[config.mk]
export PLATFORM = sky130hd
export DESIGN_NAME = fan_adder_node_pipe
export DESIGN_NICKNAME = d
export VERILOG_FILES = /design/src/rtl/fan_pkg.sv /design/src/rtl/fan_skid_fifo.sv /design/src/rtl/fan_adder_node_pipe.sv
export SDC_FILE = /design/constraint.sdc
export NUM_CORES = 1
export LEC_CHECK = 0
export CELL_PAD_IN_SITES_DETAIL_PLACEMENT = 0
export CELL_PAD_IN_SITES_GLOBAL_PLACEMENT = 1
export CORE_MARGIN = 8
export CORE_UTILIZATION = 44
export DETAILED_ROUTE_END_ITERATION = 10
export PLACE_DENSITY = 0.82
export SYNTH_ARGS = -nofsm -noshare
export SYNTH_HDL_FRONTEND = slang
export SYNTH_HIERARCHICAL = 1
export SYNTH_SLANG_ARGS = --single-unit
export TNS_END_PERCENT = 50
[constraint.sdc]
create_clock -name clk -period 9.21 [get_ports clk]
set_input_delay 1.842 -clock clk [delete_from_list [all_inputs] [get_ports clk]]
set_output_delay 1.842 -clock clk [all_outputs]
set_load 0.01 [all_outputs]
[src/rtl/fan_pkg.sv]
// Shared constants for the FAN adder node: default line geometry, ctrl code layout,
// direction codes and the ctrl codes written onto a merged result line.
package fan_pkg;

    localparam int unsigned FAN_DW_DATA = 8;
    localparam int unsigned FAN_DW_ROW  = 4;
    localparam int unsigned FAN_DW_CTRL = 4;

    // Result ctrl codes are written as {V, K, DIR[1:0]} and spread onto the ctrl field.
    localparam int unsigned CODE_W = 4;
    localparam int unsigned CODE_V = 3;
    localparam int unsigned CODE_K = 2;

    typedef enum logic [1:0] {
        DIR_NONE  = 2'b00,
        DIR_LEFT  = 2'b01,
        DIR_RIGHT = 2'b10,
        DIR_BOTH  = 2'b11
    } dir_e;

    localparam logic [CODE_W-1:0] CTRL_COMPLETE  = 4'b0111;
    localparam logic [CODE_W-1:0] CTRL_FWD_RIGHT = 4'b1001;
    localparam logic [CODE_W-1:0] CTRL_FWD_LEFT  = 4'b1010;
    localparam logic [CODE_W-1:0] CTRL_PARTIAL   = 4'b1000;

endpackage

[src/rtl/fan_skid_fifo.sv]
// Two-entry valid/ready buffer; in_ready depends only on the registered fill count.
module fan_skid_fifo #(
    parameter int unsigned WIDTH = 128
) (
    input  logic             clk,
    input  logic             rst,
    input  logic             in_valid,
    output logic             in_ready,
    input  logic [WIDTH-1:0] in,
    output logic             out_valid,
    input  logic             out_ready,
    output logic [WIDTH-1:0] out
);

    logic [WIDTH-1:0] mem [2];
    logic             rd_ptr;
    logic             wr_ptr;
    logic [1:0]       count;
    logic             push;
    logic             pop;

    assign in_ready  = (count != 2'd2);
    assign out_valid = (count != 2'd0);
    assign out       = out_valid ? mem[rd_ptr] : '0;
    assign push      = in_valid & in_ready;
    assign pop       = out_valid & out_ready;

    always_ff @(posedge clk) begin
        if (rst) begin
            rd_ptr <= 1'b0;
            wr_ptr <= 1'b0;
            count  <= '0;
        end else begin
            if (push) wr_ptr <= ~wr_ptr;
            if (pop)  rd_ptr <= ~rd_ptr;
            count <= count + {1'b0, push} - {1'b0, pop};
        end
    end

    // Storage needs no reset: out is masked to zero whenever the buffer is empty.
    always_ff @(posedge clk) begin
        if (push) mem[wr_ptr] <= in;
    end

endmodule

[src/rtl/fan_adder_node_pipe.sv]
// FAN adder node: merges the valid left-half and right-half lines on matching row tags,
// then buffers the beat in a 2-entry FIFO. Define FAN_ADDER_SAT_EN for a saturating add.
module fan_adder_node_pipe
    import fan_pkg::*;
#(
    parameter int unsigned DW_DATA  = FAN_DW_DATA,
    parameter int unsigned DW_ROW   = FAN_DW_ROW,
    parameter int unsigned DW_CTRL  = FAN_DW_CTRL,
    parameter int unsigned NUM_IN   = 8,
    parameter int unsigned SYMMETRY = 0,
    parameter int unsigned CNT_W    = 16
) (
    input  logic                                        clk,
    input  logic                                        rst,
    input  logic                                        in_valid,
    output logic                                        in_ready,
    input  logic [NUM_IN*(DW_DATA+DW_ROW+DW_CTRL)-1:0]  in,
    output logic                                        out_valid,
    input  logic                                        out_ready,
    output logic [NUM_IN*(DW_DATA+DW_ROW+DW_CTRL)-1:0]  out,
    output logic [CNT_W-1:0]                            add_cnt,
    output logic                                        err
);

    localparam int unsigned DW_LINE   = DW_DATA + DW_ROW + DW_CTRL;
    localparam int unsigned W         = NUM_IN * DW_LINE;
    localparam int unsigned HALF      = NUM_IN / 2;
    localparam int unsigned OUT_LEFT  = HALF - 1;
    localparam int unsigned OUT_RIGHT = HALF;
    localparam int unsigned OFF_ROW   = DW_DATA;
    localparam int unsigned OFF_CTRL  = DW_DATA + DW_ROW;
    localparam int unsigned OFF_V     = OFF_CTRL + DW_CTRL - 1;
    localparam int unsigned OFF_K     = OFF_CTRL + DW_CTRL - 2;

    function automatic logic [DW_CTRL-1:0] make_ctrl(input logic [CODE_W-1:0] code);
        logic [DW_CTRL-1:0] c;
        c            = '0;
        c[DW_CTRL-1] = code[CODE_V];
        c[DW_CTRL-2] = code[CODE_K];
        c[1:0]       = code[1:0];
        return c;
    endfunction

    logic               lane_v;
    logic               seen_l, seen_r, multi_l, multi_r;
    logic [DW_DATA-1:0] l_data, r_data, s_data;
    logic [DW_ROW-1:0]  l_row, r_row;
    logic [1:0]         l_dir, r_dir;
    logic               is_add;
    logic [CODE_W-1:0]  res_code;
    logic               res_on_right;
    logic [DW_LINE-1:0] res_line;
    logic [W-1:0]       merged;
    logic               fifo_in_ready;
    logic               accept;

    // Operands are the OR of V-masked lanes per half, so a multi-hot half still yields a value.
    always_comb begin
        lane_v  = 1'b0;
        seen_l  = 1'b0;
        seen_r  = 1'b0;
        multi_l = 1'b0;
        multi_r = 1'b0;
        l_data  = '0;
        r_data  = '0;
        l_row   = '0;
        r_row   = '0;
        l_dir   = '0;
        r_dir   = '0;
        for (int unsigned i = 0; i < NUM_IN; i++) begin
            lane_v = in[i*DW_LINE + OFF_V];
            if (i < HALF) begin
                multi_l = multi_l | (seen_l & lane_v);
                seen_l  = seen_l | lane_v;
                if (lane_v) begin
                    l_data = l_data | in[i*DW_LINE +: DW_DATA];
                    l_row  = l_row  | in[i*DW_LINE + OFF_ROW +: DW_ROW];
                    l_dir  = l_dir  | in[i*DW_LINE + OFF_CTRL +: 2];
                end
            end else begin
                multi_r = multi_r | (seen_r & lane_v);
                seen_r  = seen_r | lane_v;
                if (lane_v) begin
                    r_data = r_data | in[i*DW_LINE +: DW_DATA];
                    r_row  = r_row  | in[i*DW_LINE + OFF_ROW +: DW_ROW];
                    r_dir  = r_dir  | in[i*DW_LINE + OFF_CTRL +: 2];
                end
            end
        end
    end

    assign is_add = seen_l & seen_r & (l_row == r_row);

`ifdef FAN_ADDER_SAT_EN
    logic [DW_DATA:0] sum_ext;
    always_comb begin
        sum_ext = {l_data[DW_DATA-1], l_data} + {r_data[DW_DATA-1], r_data};
        if (sum_ext[DW_DATA] != sum_ext[DW_DATA-1])
            s_data = sum_ext[DW_DATA] ? {1'b1, {(DW_DATA-1){1'b0}}} : {1'b0, {(DW_DATA-1){1'b1}}};
        else
            s_data = sum_ext[DW_DATA-1:0];
    end
`else
    always_comb s_data = l_data + r_data;
`endif

    always_comb begin
        res_on_right = 1'b0;
        res_code     = CTRL_PARTIAL;
        if (l_dir == DIR_LEFT && r_dir == DIR_RIGHT) begin
            res_code = CTRL_COMPLETE;
        end else if (l_dir == DIR_LEFT) begin
            res_code     = CTRL_FWD_RIGHT;
            res_on_right = 1'b1;
        end else if (r_dir == DIR_RIGHT) begin
            res_code = CTRL_FWD_LEFT;
        end else begin
            res_on_right = (SYMMETRY != 0);
        end
        res_line = {make_ctrl(res_code), l_row, s_data};
    end

    always_comb begin
        merged = in;
        if (is_add) begin
            for (int unsigned i = 0; i < NUM_IN; i++) begin
                if (i == OUT_LEFT || i == OUT_RIGHT || !in[i*DW_LINE + OFF_K])
                    merged[i*DW_LINE +: DW_LINE] = '0;
            end
            if (res_on_right) merged[OUT_RIGHT*DW_LINE +: DW_LINE] = res_line;
            else              merged[OUT_LEFT*DW_LINE +: DW_LINE]  = res_line;
        end
    end

    assign in_ready = fifo_in_ready;
    assign accept   = in_valid & fifo_in_ready;

    always_ff @(posedge clk) begin
        if (rst) begin
            add_cnt <= '0;
            err     <= 1'b0;
        end else if (accept) begin
            if (is_add && add_cnt != '1) add_cnt <= add_cnt + CNT_W'(1);
            if (multi_l || multi_r)      err     <= 1'b1;
        end
    end

    fan_skid_fifo #(
        .WIDTH(W)
    ) u_fifo (
        .clk      (clk),
        .rst      (rst),
        .in_valid (in_valid),
        .in_ready (fifo_in_ready),
        .in       (merged),
        .out_valid(out_valid),
        .out_ready(out_ready),
        .out      (out)
    );

endmodule

; Word-level counts from Yosys, hierarchy flattened
; Memory sizes are Yosys's and may differ from the RTL's. A register that Yosys moved wholly into a read port is not among the register bits.
; Index checks and enable logic that the tools add are counted.
[word_totals]
register_bits = 21
latchBits = 0
mem_bits_rw = 256
rom_bits = 0
input_bits = 132
out_inout_bits = 147
memories = 1
[memory_table]
columns = name, depth, width, rd, rd_ports_with_merged_regs, wr, line
row1 = u_fifo.mem, 2, 128, 1, 1, 1, fan_skid_fifo.sv:15  ; logic [WIDTH-1:0] mem [2];
[op_classes]
add_sub_neg = 4
multipliers = 0
n_div = 0
magnitude_cmp = 0
eq_ne = 5
shifts = 0
n_mux = 43
bitwise = 40
n_reduce_logical = 6
[ops]
columns = operator, count
row1 = $mux 128, 2
row2 = $mux 16, 8
row3 = $mux 8, 8
row4 = $or 8x8->8, 6
row5 = $mux 4, 10
row6 = $or 4x4->4, 6
row7 = $mux 2, 9
row8 = $add 16x1->16 const B, 1
row9 = $ne 16x16->1 const B, 1
row10 = $or 2x2->2, 6
row11 = $and 1x1->1, 10
row12 = $or 1x1->1, 10
row13 = $add 8x8->8, 1
row14 = $mux 1, 6
row15 = $eq 4x4->1, 1
row16 = $reduce_and 2->1, 2
row17 = $add 2x1->2, 1
row18 = $eq 2x1->1 const B, 1
row19 = $eq 2x2->1 const B, 1
row20 = $logic_and 1x1->1, 2
row21 = $ne 2x2->1 const B, 1
row22 = $not 1->1, 2
row23 = $reduce_bool 2->1, 1
row24 = $sub 2x1->2, 1
row25 = $logic_or 1x1->1, 1

; Depth between registers and ports, before layout
[depth]
word_depth = 13
ltp_mapped = 12

; By module
; Netlist, hierarchy kept.
[by_module_without_submodules]
columns = mod, instances, cells_per_inst, area_each_um2, seq_area_each_um2
row1 = fan_skid_fifo, 1, 570, 9880.7, 7787.5
row2 = fan_adder_node_pipe, 1, 420, 2857.7, 340.3

; Least setup slack after synthesis
; OpenSTA, ideal clock, no wires.
[synth_timing]
path_type = input to register
startpoint = input in_valid
endpoint = memory u_fifo.mem[1][0], enable pin
setup_ns = 0.503
t_arrival_ns = 4.839
required_time_ns = 8.707
path_slack_ns = 3.868
stages = 1
path_buffers = 0
cell_sequence = and3_1
[synth_between]
elab_chain_cells = 3
[synth_lines]
columns = item, line
row1 = "start, declared", fan_adder_node_pipe.sv:15  ; input logic in_valid,
row2 = $and 1x1->1, fan_skid_fifo.sv:25  ; assign push = in_valid & in_ready;
row3 = $mux 1, fan_skid_fifo.sv:42  ; if (push) mem[wr_ptr] <= in;
row4 = $mux 1 (not written as such), fan_skid_fifo.sv:42
row5 = "end, declared", fan_skid_fifo.sv:15
; Every way passes these cells.

; Final worst setup path
[layout_timing]
startpoint = register u_fifo.count[1]
endpoint = output out[43]
[layout_between]
elab_chain_cells = 2
[layout_lines]
columns = item, line
row1 = "start, declared", fan_skid_fifo.sv:18  ; logic [1:0] count;
row2 = "start signal, assigned", fan_skid_fifo.sv:36  ; count <= count + {1'b0, push} - {1'b0, pop};
row3 = $reduce_bool 2->1, fan_skid_fifo.sv:23  ; assign out_valid = (count != 2'd0);
row4 = $mux 128, fan_skid_fifo.sv:24  ; assign out = out_valid ? mem[rd_ptr] : '0;
row5 = "end, declared", fan_adder_node_pipe.sv:20  ; output logic [NUM_IN*(DW_DATA+DW_ROW+DW_CTRL)-1:0] out,
; Every way passes these cells.

==> results.yml <==
critical_path:
  cp_max_fo: 70
  r2r_slack_ns: 6.34
  endpoint_kind: "output port"
  worstReg2RegStart: "u_fifo/count[0]"
  crit_type: "flop to output port"
  r2r_cells: 3
  rr_endpoint: "u_fifo/mem[1][75]"
  cp_data_required_time_ns: 7.37
  critPathArrivalTime_ns: 3.34
  setup.worst_path.start_class: "flop"
route:
  firstDrtPassIters: 5
  routed-via-count: 8821
  final_antenna_net_count: 0
  route.detailed.drc: 0
  wirelength_mm: 36.8
  wl_per_cell_um: 22.3
  via_per_inst: 5.35
  drtIter0Drc: 636
global_routing:
  overflow: 0
  met2_usage_pct: 34.4
  grtUsageMet3_pct: 4.23
  first_global_vias: 8872
  grt_usage_pct: 20.6
  grt_pass1_wl_mm: 53.7
  gr-max-usage-layer: "met2"
  antenna_found_initial: 7
  met1_usage_pct: 26.2
  grt_max_degree: 71
hold_path:
  hold_path.startpoint: "err"
  whs_path_depth: 2
  hold_path.class: "flop to flop"
  hold_path_end: "err"
placed_design:
  placed_area_sq_mm: 0.0157
  post-dp-hpwl_mm: 26.7
  routabilityCongestion: 0.832
  io_buffers: 278
synth:
  syn-cell-area_sq_mm: 0.0127
  synthFlopType: "edfxtp_1"
  synth_area_per_cell_sq_um: 12.9
  ys_top_cells_by_area: "edfxtp_1 (60%), mux2i_1 (10%), nor2b_1 (4.8%)"
  netlist_top_cells_count: "edfxtp_1 (256), nor2_1 (154), mux2i_1 (128)"
  ys_async_sr_fraction_pct: 0
  synth_edf_count: 256
  yosysWarnings: 6
  ys_seq_area_share_pct: 63.8
  yosysUniqueCellTypes: 46
  synth_top_cell_area_share_pct: 60.3
  syn_nets: 1132
  yosysMostFrequentCell: "edfxtp_1"
  syn-instance-count: 990
  synth_top_cell_by_area: "edfxtp_1"
  yosys_register_bits: 278
clock_network:
  postCtsHoldBufs: 0
  clk_latency_ns: 0.53
  ctsResizeCount: 0
  cts_buffer_depth: 3
  cts_tree: "done"
  cts_setup_buffers: 0
  cts-buffers-inserted: 28
  cts.sinks: 278
  clockRootBuffer: "clkbuf_16"
  clk_pin_slew_ns: 0.06
  htreeDepth: 1
floorplan:
  die_y_um: 186
  dieWidth_um: 186
  floorplan.initialDensity_pct: 44.5
  num_rows: 62
  core_area_sq_mm: 0.0286
  dieArea_sq_mm: 0.0347
  io_pins: 279
sta:
  finalCriticalPeriod_ns: 5.18
  min_period_over_period_pct: 56.3
  setup_tns_ns: 0
  rsz0062_at_grt: "false"
  finalSetupViolCount: 0
  fin_skew_ns: 0.00836
  slew_headroom_pct: 25.9
  fmax_mhz: 193
  hold_violations: 0
  slew_viol_final: 0
  worstMarginPinSlew_ns: 1.11
cells_and_area:
  fin_util_pct: 58.1
  areaGrowthSynthToFinish_pct: 30.6
  drive_gt1_share_pct: 4.83
  fillers: 2312
  final_nets: 1382
  final_area_sq_mm: 0.0166
power:
  irDropWorstVdd_uv: 155
  p_leak_nw: 5.62
  p_per_area_mw_per_mm2: 239
outcome:
  outcome: "complete, no violations"
run:
  cap_violations: 0
==> flip-flops by register name, indices dropped and copies added (netlist names), named ones only <==
| register | flops |
|---|---|
| add_cnt | 16 |
| err | 1 |
| u_fifo/count | 2 |
| u_fifo/mem | 256 |
| u_fifo/rd_ptr | 1 |
| u_fifo/wr_ptr | 1 |
==> per-layer routing <==
metal	wire length, um	vias to the layer above
met3	2470	61
li1	-	4170
met5	51	-
met2	18200	318
met1	15000	4264
met4	1090	8
==> critical path, cell delays in order (launching register included) <==
cell	delay (ns)
dfxtp_1	0.38
nor2_4	0.47
buf_4	0.55
buf_4	0.65
nor2_1	0.16
clkdlybuf4s50_1	0.52
==> worst max-delay path by stage <==
stage                               endpoint             from  cells past startpoint  slack (ns)
after floorplan             u_fifo/mem[1][0]         in_valid                      1        3.87
after global placement    u_fifo/mem[0][124]           in[31]                      8        3.63
after detailed placement  u_fifo/mem[0][111]           in[31]                      8        3.51
after CTS                            out[19]  u_fifo/count[1]                      5        3.92
after global routing                 out[19]  u_fifo/count[1]                      5        3.80
final                                out[43]  u_fifo/count[1]                      5        4.03
==> cell type report <==
type                            instances  area [sq um]  share of cell area [%]
Clock inverter                         14           129                   0.775
Inverter                                7          31.3                   0.188
Multi-Input combinational cell        638          4230                    25.4
Sequential cell                       278          8130                    48.9
Timing Repair Buffer                  287          2850                    17.1
Antenna cell                            3          7.51                  0.0451
Tap cell                              384           480                    2.89
Clock buffer                           38           769                    4.63
==> report_power, final <==
part	internal, mW	total (mW)	switching, mW
Sequential	1.55	1.59	0.0439
Combinational	0.594	1.29	0.693
Clock	0.642	1.10	0.462
Total	2.78	3.98	1.20
==> placed cells by master (no fill, tap or decap), types with 8 or more instances in the layout <==
master | synthesis | layout
a21oi_1 | 19 | 19
a221oi_1 | 8 | 8
a22o_1 | 12 | 12
a22oi_1 | 38 | 38
buf_4 | 18 | 9
clkbuf_1 | 28 | 8
clkbuf_16 | 0 | 29
clkdlybuf4s50_1 | 0 | 278
dfxtp_1 | 22 | 21
edfxtp_1 | 256 | 256
ha_1 | 9 | 9
mux2i_1 | 128 | 128
nand2_1 | 54 | 54
nand3_1 | 9 | 9
nor2_1 | 154 | 153
nor2b_1 | 97 | 97
o21ai_0 | 14 | 14
o31ai_1 | 27 | 27
or4_1 | 11 | 11
xnor2_1 | 9 | 9
==> cells by family after synthesis <==
logic type / synth area share (%)
mux: 10.6
compound gates: 7.40
flops: 63.8
xor+xnor: 0.756
fa+ha+maj: 1.20
buf+inv: 3.06
simple gates: 13.2
==> through the flow <==
stage,setup WS (ns),std cells,power [mW],hold slack [ns]
floorplan,3.87,990,2.30,0.472
global route,3.80,1649,4.16,0.515
global placement,3.63,1594,2.91,0.451
finish,4.03,1649,3.98,0.488
detailed placement,3.51,1594,2.92,0.468
CTS,3.92,1646,4.02,0.487
No activity file was read; power rests on OpenSTA's default activity.
